## src/rtl/wdt_pkg.sv

```systemverilog
// Shared types and helpers for the multi-channel transaction watchdog.
// Includes the per-channel state encoding and the limit normalisation.
package wdt_pkg;

   typedef enum logic [1:0] {
      WDT_IDLE    = 2'd0,
      WDT_ACTIVE  = 2'd1,
      WDT_TIMEOUT = 2'd2
   } wdt_state_t;

   // A zero limit would never expire, so it is treated as a one-cycle limit.
   function automatic logic [31:0] wdt_norm_limit(input logic [31:0] limit);
      return (limit == 32'd0) ? 32'd1 : limit;
   endfunction

endpackage

```

## src/rtl/watchdog_channel.sv

```systemverilog
// One watchdog channel: IDLE/ACTIVE/TIMEOUT FSM, cycle counter and latched limit.
// timeout_pulse is the combinational "entering TIMEOUT on this edge" strobe for the event counter.
module watchdog_channel
   import wdt_pkg::*;
#(
   parameter int CNT_W = 8
) (
   input  logic             clk,
   input  logic             rst_n,
   input  logic             start,
   input  logic             complete,
   input  logic             clear,
   input  logic [CNT_W-1:0] timeout_limit,
   output logic             busy,
   output logic             req_timeout,
   output logic             timeout_pulse
);

   localparam logic [CNT_W-1:0] ONE = CNT_W'(1);

   wdt_state_t       state_q, state_d;
   logic [CNT_W-1:0] count_q, count_d;
   logic [CNT_W-1:0] limit_q, limit_d;
   logic [CNT_W-1:0] norm_limit;

   assign norm_limit = CNT_W'(wdt_norm_limit(32'(timeout_limit)));

   always_ff @(posedge clk or negedge rst_n) begin
      if (!rst_n) begin
         state_q <= WDT_IDLE;
         count_q <= '0;
         limit_q <= '0;
      end else begin
         state_q <= state_d;
         count_q <= count_d;
         limit_q <= limit_d;
      end
   end

   // Completion beats retrigger, which beats expiry; TIMEOUT only listens to clear.
   always_comb begin
      state_d = state_q;
      count_d = count_q;
      limit_d = limit_q;
      case (state_q)
         WDT_IDLE: begin
            if (start) begin
               state_d = WDT_ACTIVE;
               count_d = '0;
               limit_d = norm_limit;
            end
         end
         WDT_ACTIVE: begin
            if (complete && start) begin
               count_d = '0;
               limit_d = norm_limit;
            end else if (complete) begin
               state_d = WDT_IDLE;
            end else if (start) begin
               count_d = '0;
               limit_d = norm_limit;
            end else if (count_q == limit_q - ONE) begin
               state_d = WDT_TIMEOUT;
            end else begin
               count_d = count_q + ONE;
            end
         end
         WDT_TIMEOUT: begin
            if (clear) begin
               state_d = WDT_IDLE;
            end
         end
         default: begin
            state_d = WDT_IDLE;
         end
      endcase
   end

   assign busy          = (state_q == WDT_ACTIVE);
   assign req_timeout   = (state_q == WDT_TIMEOUT);
   assign timeout_pulse = (state_q == WDT_ACTIVE) && (state_d == WDT_TIMEOUT);

endmodule

```

## src/rtl/multi_channel_watchdog.sv

```systemverilog
// NUM_CH independent transaction watchdogs with a shared sticky-timeout summary
// and a saturating count of timeout events since reset.
module multi_channel_watchdog
   import wdt_pkg::*;
#(
   parameter int NUM_CH = 4,
   parameter int CNT_W  = 8,
   parameter int EVT_W  = 16
) (
   input  logic              clk,
   input  logic              rst_n,
   input  logic [NUM_CH-1:0] start_transaction,
   input  logic [NUM_CH-1:0] complete_transaction,
   input  logic [NUM_CH-1:0] clear_timeout,
   input  logic [CNT_W-1:0]  timeout_limit,
   output logic [NUM_CH-1:0] busy,
   output logic [NUM_CH-1:0] req_timeout,
   output logic              timeout_any,
   output logic [EVT_W-1:0]  timeout_events
);

   localparam int PC_W  = $clog2(NUM_CH + 1);
   localparam int SUM_W = ((EVT_W > PC_W) ? EVT_W : PC_W) + 1;
   localparam logic [SUM_W-1:0] EVT_MAX = SUM_W'({EVT_W{1'b1}});

   logic [NUM_CH-1:0] timeout_pulse;
   logic [PC_W-1:0]   pulse_count;
   logic [SUM_W-1:0]  event_sum;
   logic [EVT_W-1:0]  events_d;

   for (genvar ch = 0; ch < NUM_CH; ch++) begin : g_ch
      watchdog_channel #(
         .CNT_W(CNT_W)
      ) u_channel (
         .clk           (clk),
         .rst_n         (rst_n),
         .start         (start_transaction[ch]),
         .complete      (complete_transaction[ch]),
         .clear         (clear_timeout[ch]),
         .timeout_limit (timeout_limit),
         .busy          (busy[ch]),
         .req_timeout   (req_timeout[ch]),
         .timeout_pulse (timeout_pulse[ch])
      );
   end

   assign timeout_any = |req_timeout;

   // Several channels may expire on the same edge, so add their popcount and clamp.
   always_comb begin
      pulse_count = '0;
      for (int i = 0; i < NUM_CH; i++) begin
         pulse_count = pulse_count + PC_W'(timeout_pulse[i]);
      end
      event_sum = SUM_W'(timeout_events) + SUM_W'(pulse_count);
      events_d  = (event_sum > EVT_MAX) ? {EVT_W{1'b1}} : event_sum[EVT_W-1:0];
   end

   always_ff @(posedge clk or negedge rst_n) begin
      if (!rst_n) begin
         timeout_events <= '0;
      end else begin
         timeout_events <= events_d;
      end
   end

endmodule

```

## config.mk

```make
export PLATFORM = sky130hd
export DESIGN_NAME = multi_channel_watchdog
export DESIGN_NICKNAME = d
export VERILOG_FILES = /design/src/rtl/wdt_pkg.sv /design/src/rtl/watchdog_channel.sv /design/src/rtl/multi_channel_watchdog.sv
export SDC_FILE = /design/constraint.sdc
export NUM_CORES = 1
export LEC_CHECK = 0
export CORE_ASPECT_RATIO = 0.9
export CORE_UTILIZATION = 40
export CTS_CLUSTER_SIZE = 28
export DETAILED_ROUTE_END_ITERATION = 10
export SETUP_SLACK_MARGIN = 0.15
export SLEW_MARGIN = 20
export SYNTH_ARGS = -nofsm -noshare
export SYNTH_HDL_FRONTEND = slang
export SYNTH_HIERARCHICAL = 1
export SYNTH_SLANG_ARGS = --single-unit
export TNS_END_PERCENT = 30
```

## constraint.sdc

```tcl
create_clock -name clk -period 11 [get_ports clk]
set_input_delay 2.2 -clock clk [delete_from_list [all_inputs] [get_ports clk]]
set_output_delay 2.2 -clock clk [all_outputs]
set_load 0.05 [all_outputs]
```

==> impl_metrics.env <==
export IMPL_yosysTopAreaCell="dfrtp_1"
export IMPL_drt_pass1_iter_count=7
export IMPL_yosysSeqAreaShare_pct=40.1
export IMPL_cap_viol_max_count=0
export IMPL_synth_area_top_cells="dfrtp_1 (40%), nand2_1 (6.7%), xnor2_1 (3.8%), xor2_1 (3.4%), a21oi_1 (3.0%)"
export IMPL_dp_hpwl_mm=9.13
export IMPL_finalSetupTns_ns=0
export IMPL_htree_levels=3
export IMPL_ant_nets=0
export IMPL_cts_made_buffers=9
export IMPL_fin_crit_sh_pct=52.2
export IMPL_cp_end_kind="flip-flop"
export IMPL_coreArea_sq_um=13400
export IMPL_fp_dieW_um=125
export IMPL_ios=47
export IMPL_crit_slowest_cell="a211oi_2"
export IMPL_nFillCells=1250
export IMPL_final_cell_mix="nand2_1 (98), dfrtp_1 (88), clkdlybuf4s50_1 (45), a21oi_1 (33)"
export IMPL_crit_buf_inv=3
export IMPL_startpoint_type="input port"
export IMPL_routedWlPerCell_um=15.7
export IMPL_synth_area_sq_um=5490
export IMPL_dpl_worst_slack_ns=4.86
export IMPL_crit_path_frequent_cell="fa_1"
export IMPL_clock_latency_ns=0.35
export IMPL_synth_top_area_share_pct=40.1
export IMPL_grt_first_pass_wirelength_mm=21.0
export IMPL_grt_pass1_vias=4200
export IMPL_worstSetupPathType="input port to flip-flop"
export IMPL_die_area_sq_um=14200
export IMPL_syn2layout_area_growth_pct=15.6
export IMPL_postPlaceCellArea_sq_um=6030
export IMPL_dr_first_iter_drc_count=229
export IMPL_finClkSkew_ns=0.00871
export IMPL_finalSetupViolCount=0
export IMPL_place_congestion=0.875
export IMPL_postCtsSetupRepairBufs=0
export IMPL_cp_required_ns=11.21
export IMPL_drv_slew=0
export IMPL_period_needed_ns=5.74
export IMPL_cts_tree="yes"
export IMPL_violations="DRC"
export IMPL_final_common_cell="nand2_1"
export IMPL_ys_ff_latch=88
export IMPL_clock_sinks=88
export IMPL_io_buffers=46
export IMPL_root_buffer="clkbuf_16"
export IMPL_rows=40
export IMPL_power_density_nw_per_um2=134
export IMPL_ys_warn_count=6
export IMPL_holdBufCountCts=0
export IMPL_synth_edff_count=0
export IMPL_status="finished, violations left"
export IMPL_drive_gt1_share_pct=8.78
export IMPL_finalWorstSetupSlack_ns=5.26
export IMPL_vias=4444
export IMPL_gr_total_overflow=0
export IMPL_yosys_cell_types_count=58
export IMPL_post_cts_resized=0
export IMPL_grt_max_degree=57
export IMPL_clockBufferDepth=2
export IMPL_vias_per_cell=5.51
export IMPL_synthFlopType="dfrtp_1"
export IMPL_hold_path_class="flip-flop to flip-flop"
export IMPL_antenna_found_initial=0
export IMPL_syn_nets=634
export IMPL_cp_slowest_stage_delay_ns=0.66
export IMPL_syn_inst=600
export IMPL_synth_async_sr_flop_share_pct=100
export IMPL_fin_nets=667
export IMPL_drc=1
export IMPL_final_area_sq_um=6340
export IMPL_irDropWorstVdd_mv=0.109
export IMPL_worstPathArrival_ns=5.94
export IMPL_start_util_pct=41.1
export IMPL_critical_path_peak_fanout=14
export IMPL_hold_viol_final=0
export IMPL_antenna_cells=0
export IMPL_clk_pin_slew_worst_paths_ns=0.07
export IMPL_worst_pin_slew_ns=1.07
export IMPL_cp_cell_sequence="clkdlybuf4s50_1 -> nor3_1 -> o211ai_1 -> a211oi_2 -> and3_4 -> fa_1 -> inv_1 -> fa_1 -> inv_1 -> fa_1 -> nand3_2 -> nor2_2 -> nand3_1 -> o21ai_0"
export IMPL_cellLeakagePower_uw=0.00278
export IMPL_slew_headroom_pct=28.6
export IMPL_rsz0062_at_grt="false"
export IMPL_fmax_ghz=0.174
export IMPL_finalWirelength_mm=12.6
export IMPL_grt_use_total_pct=18.6
export IMPL_die_h_um=113
export IMPL_syn_avg_cell_area_sq_um=9.14
export IMPL_crit_family="simple AND/OR/NAND/NOR gates"
-- registers in the layout (all words and copies together) (netlist names) --
signal,flops
g_ch.u_channel/count_q,32
g_ch.u_channel/state_q,8
g_ch.u_channel/limit_q,32
timeout_events,16
-- synth_stat cells, types with 5 or more instances --
master	n
a41oi_1	7
a211oi_1	9
nor4_4	5
o21ai_0	24
clkbuf_1	9
o211ai_1	5
nand4_1	13
mux2i_1	10
mux2_2	7
or4_1	7
buf_2	11
nor2_2	5
nand2_1	98
mux2_1	6
inv_1	24
ha_1	9
nand3_1	14
nand2b_1	25
xor2_1	21
o21ai_1	7
or3_1	10
and4_1	6
xnor2_1	24
a21oi_1	33
dfrtp_1	88
nor2b_1	9
nor2_1	25
o21bai_1	5
nor3_1	24
and3_1	9
-- worst min-delay path, stage by stage (launching register included) --
cell and delay (ns):
dfrtp_1 0.36, nand2_1 0.05, nand2_1 0.05
-- report_power, final --
group / total (uW) / internal [uW] / leakage, uW / switching [uW]
Combinational: 148 / 61.7 / 0.00150 / 86.4
Sequential: 378 / 344 / 0.00114 / 33.9
Clock: 324 / 190 / 0.000146 / 134
-- metrics by stage --
step | hold WS [ns] | total power (uW) | std cells | util [%]
after CTS | 0.504 | 859 | 806 | 47.5
after global routing | 0.531 | 892 | 806 | 47.5
after detailed placement | 0.492 | 532 | 790 | 45.1
after global placement | 0.487 | 528 | 790 | 45.1
final | 0.498 | 851 | 806 | 47.5
after floorplan | 0.465 | 479 | 600 | -
-- per-layer routing --
metal / share of wire, % / track usage (%) / wire length, um
met3: 3.5 / 4.44 / 440
met4: 1.7 / 5.37 / 209
met5: 0 / 0 / 0
met1: 48 / 24.7 / 6070
met2: 47 / 30.2 / 5890
-- cells by family after synthesis --
family / count (synthesis) / share of synthesized area (%)
compound gates: 111 / 13.7
xor+xnor: 45 / 7.18
fa+ha+maj: 12 / 3.15
buf+inv: 49 / 4.10
flops: 88 / 40.1
mux: 24 / 4.77
simple gates: 271 / 27.0
-- worst paths after layout --
path | endpoint | slack, ns | cells after the start | from
worst max-delay path | timeout_events[5] | 5.26 | 14 | start_transaction[2]
worst min-delay path | g_ch[0].u_channel/limit_q[7] | 0.50 | 2 | g_ch[0].u_channel/limit_q[7]
worst max register to register | timeout_events[5] | 6.49 | 16 | g_ch[2].u_channel/limit_q[0]
worst min register to register | g_ch[0].u_channel/limit_q[7] | 0.50 | 2 | g_ch[0].u_channel/limit_q[7]
max in group asynchronous | g_ch[0].u_channel/limit_q[3] | 8.14 | 2 | rst_n
min in group asynchronous | g_ch[3].u_channel/count_q[4] | 1.79 | 1 | rst_n
-- final cells by class --
class | count | area, sq um | area share [%]
tap | 168 | 210 | 3.31
clock inverter | 5 | 63.8 | 1.01
timing repair buffer | 47 | 465 | 7.34
multi-input combinational | 463 | 3060 | 48.2
sequential | 88 | 2200 | 34.7
inverter | 24 | 90.1 | 1.42
clock buffer | 11 | 253 | 3.98
No activity file was read; power rests on OpenSTA's default activity.
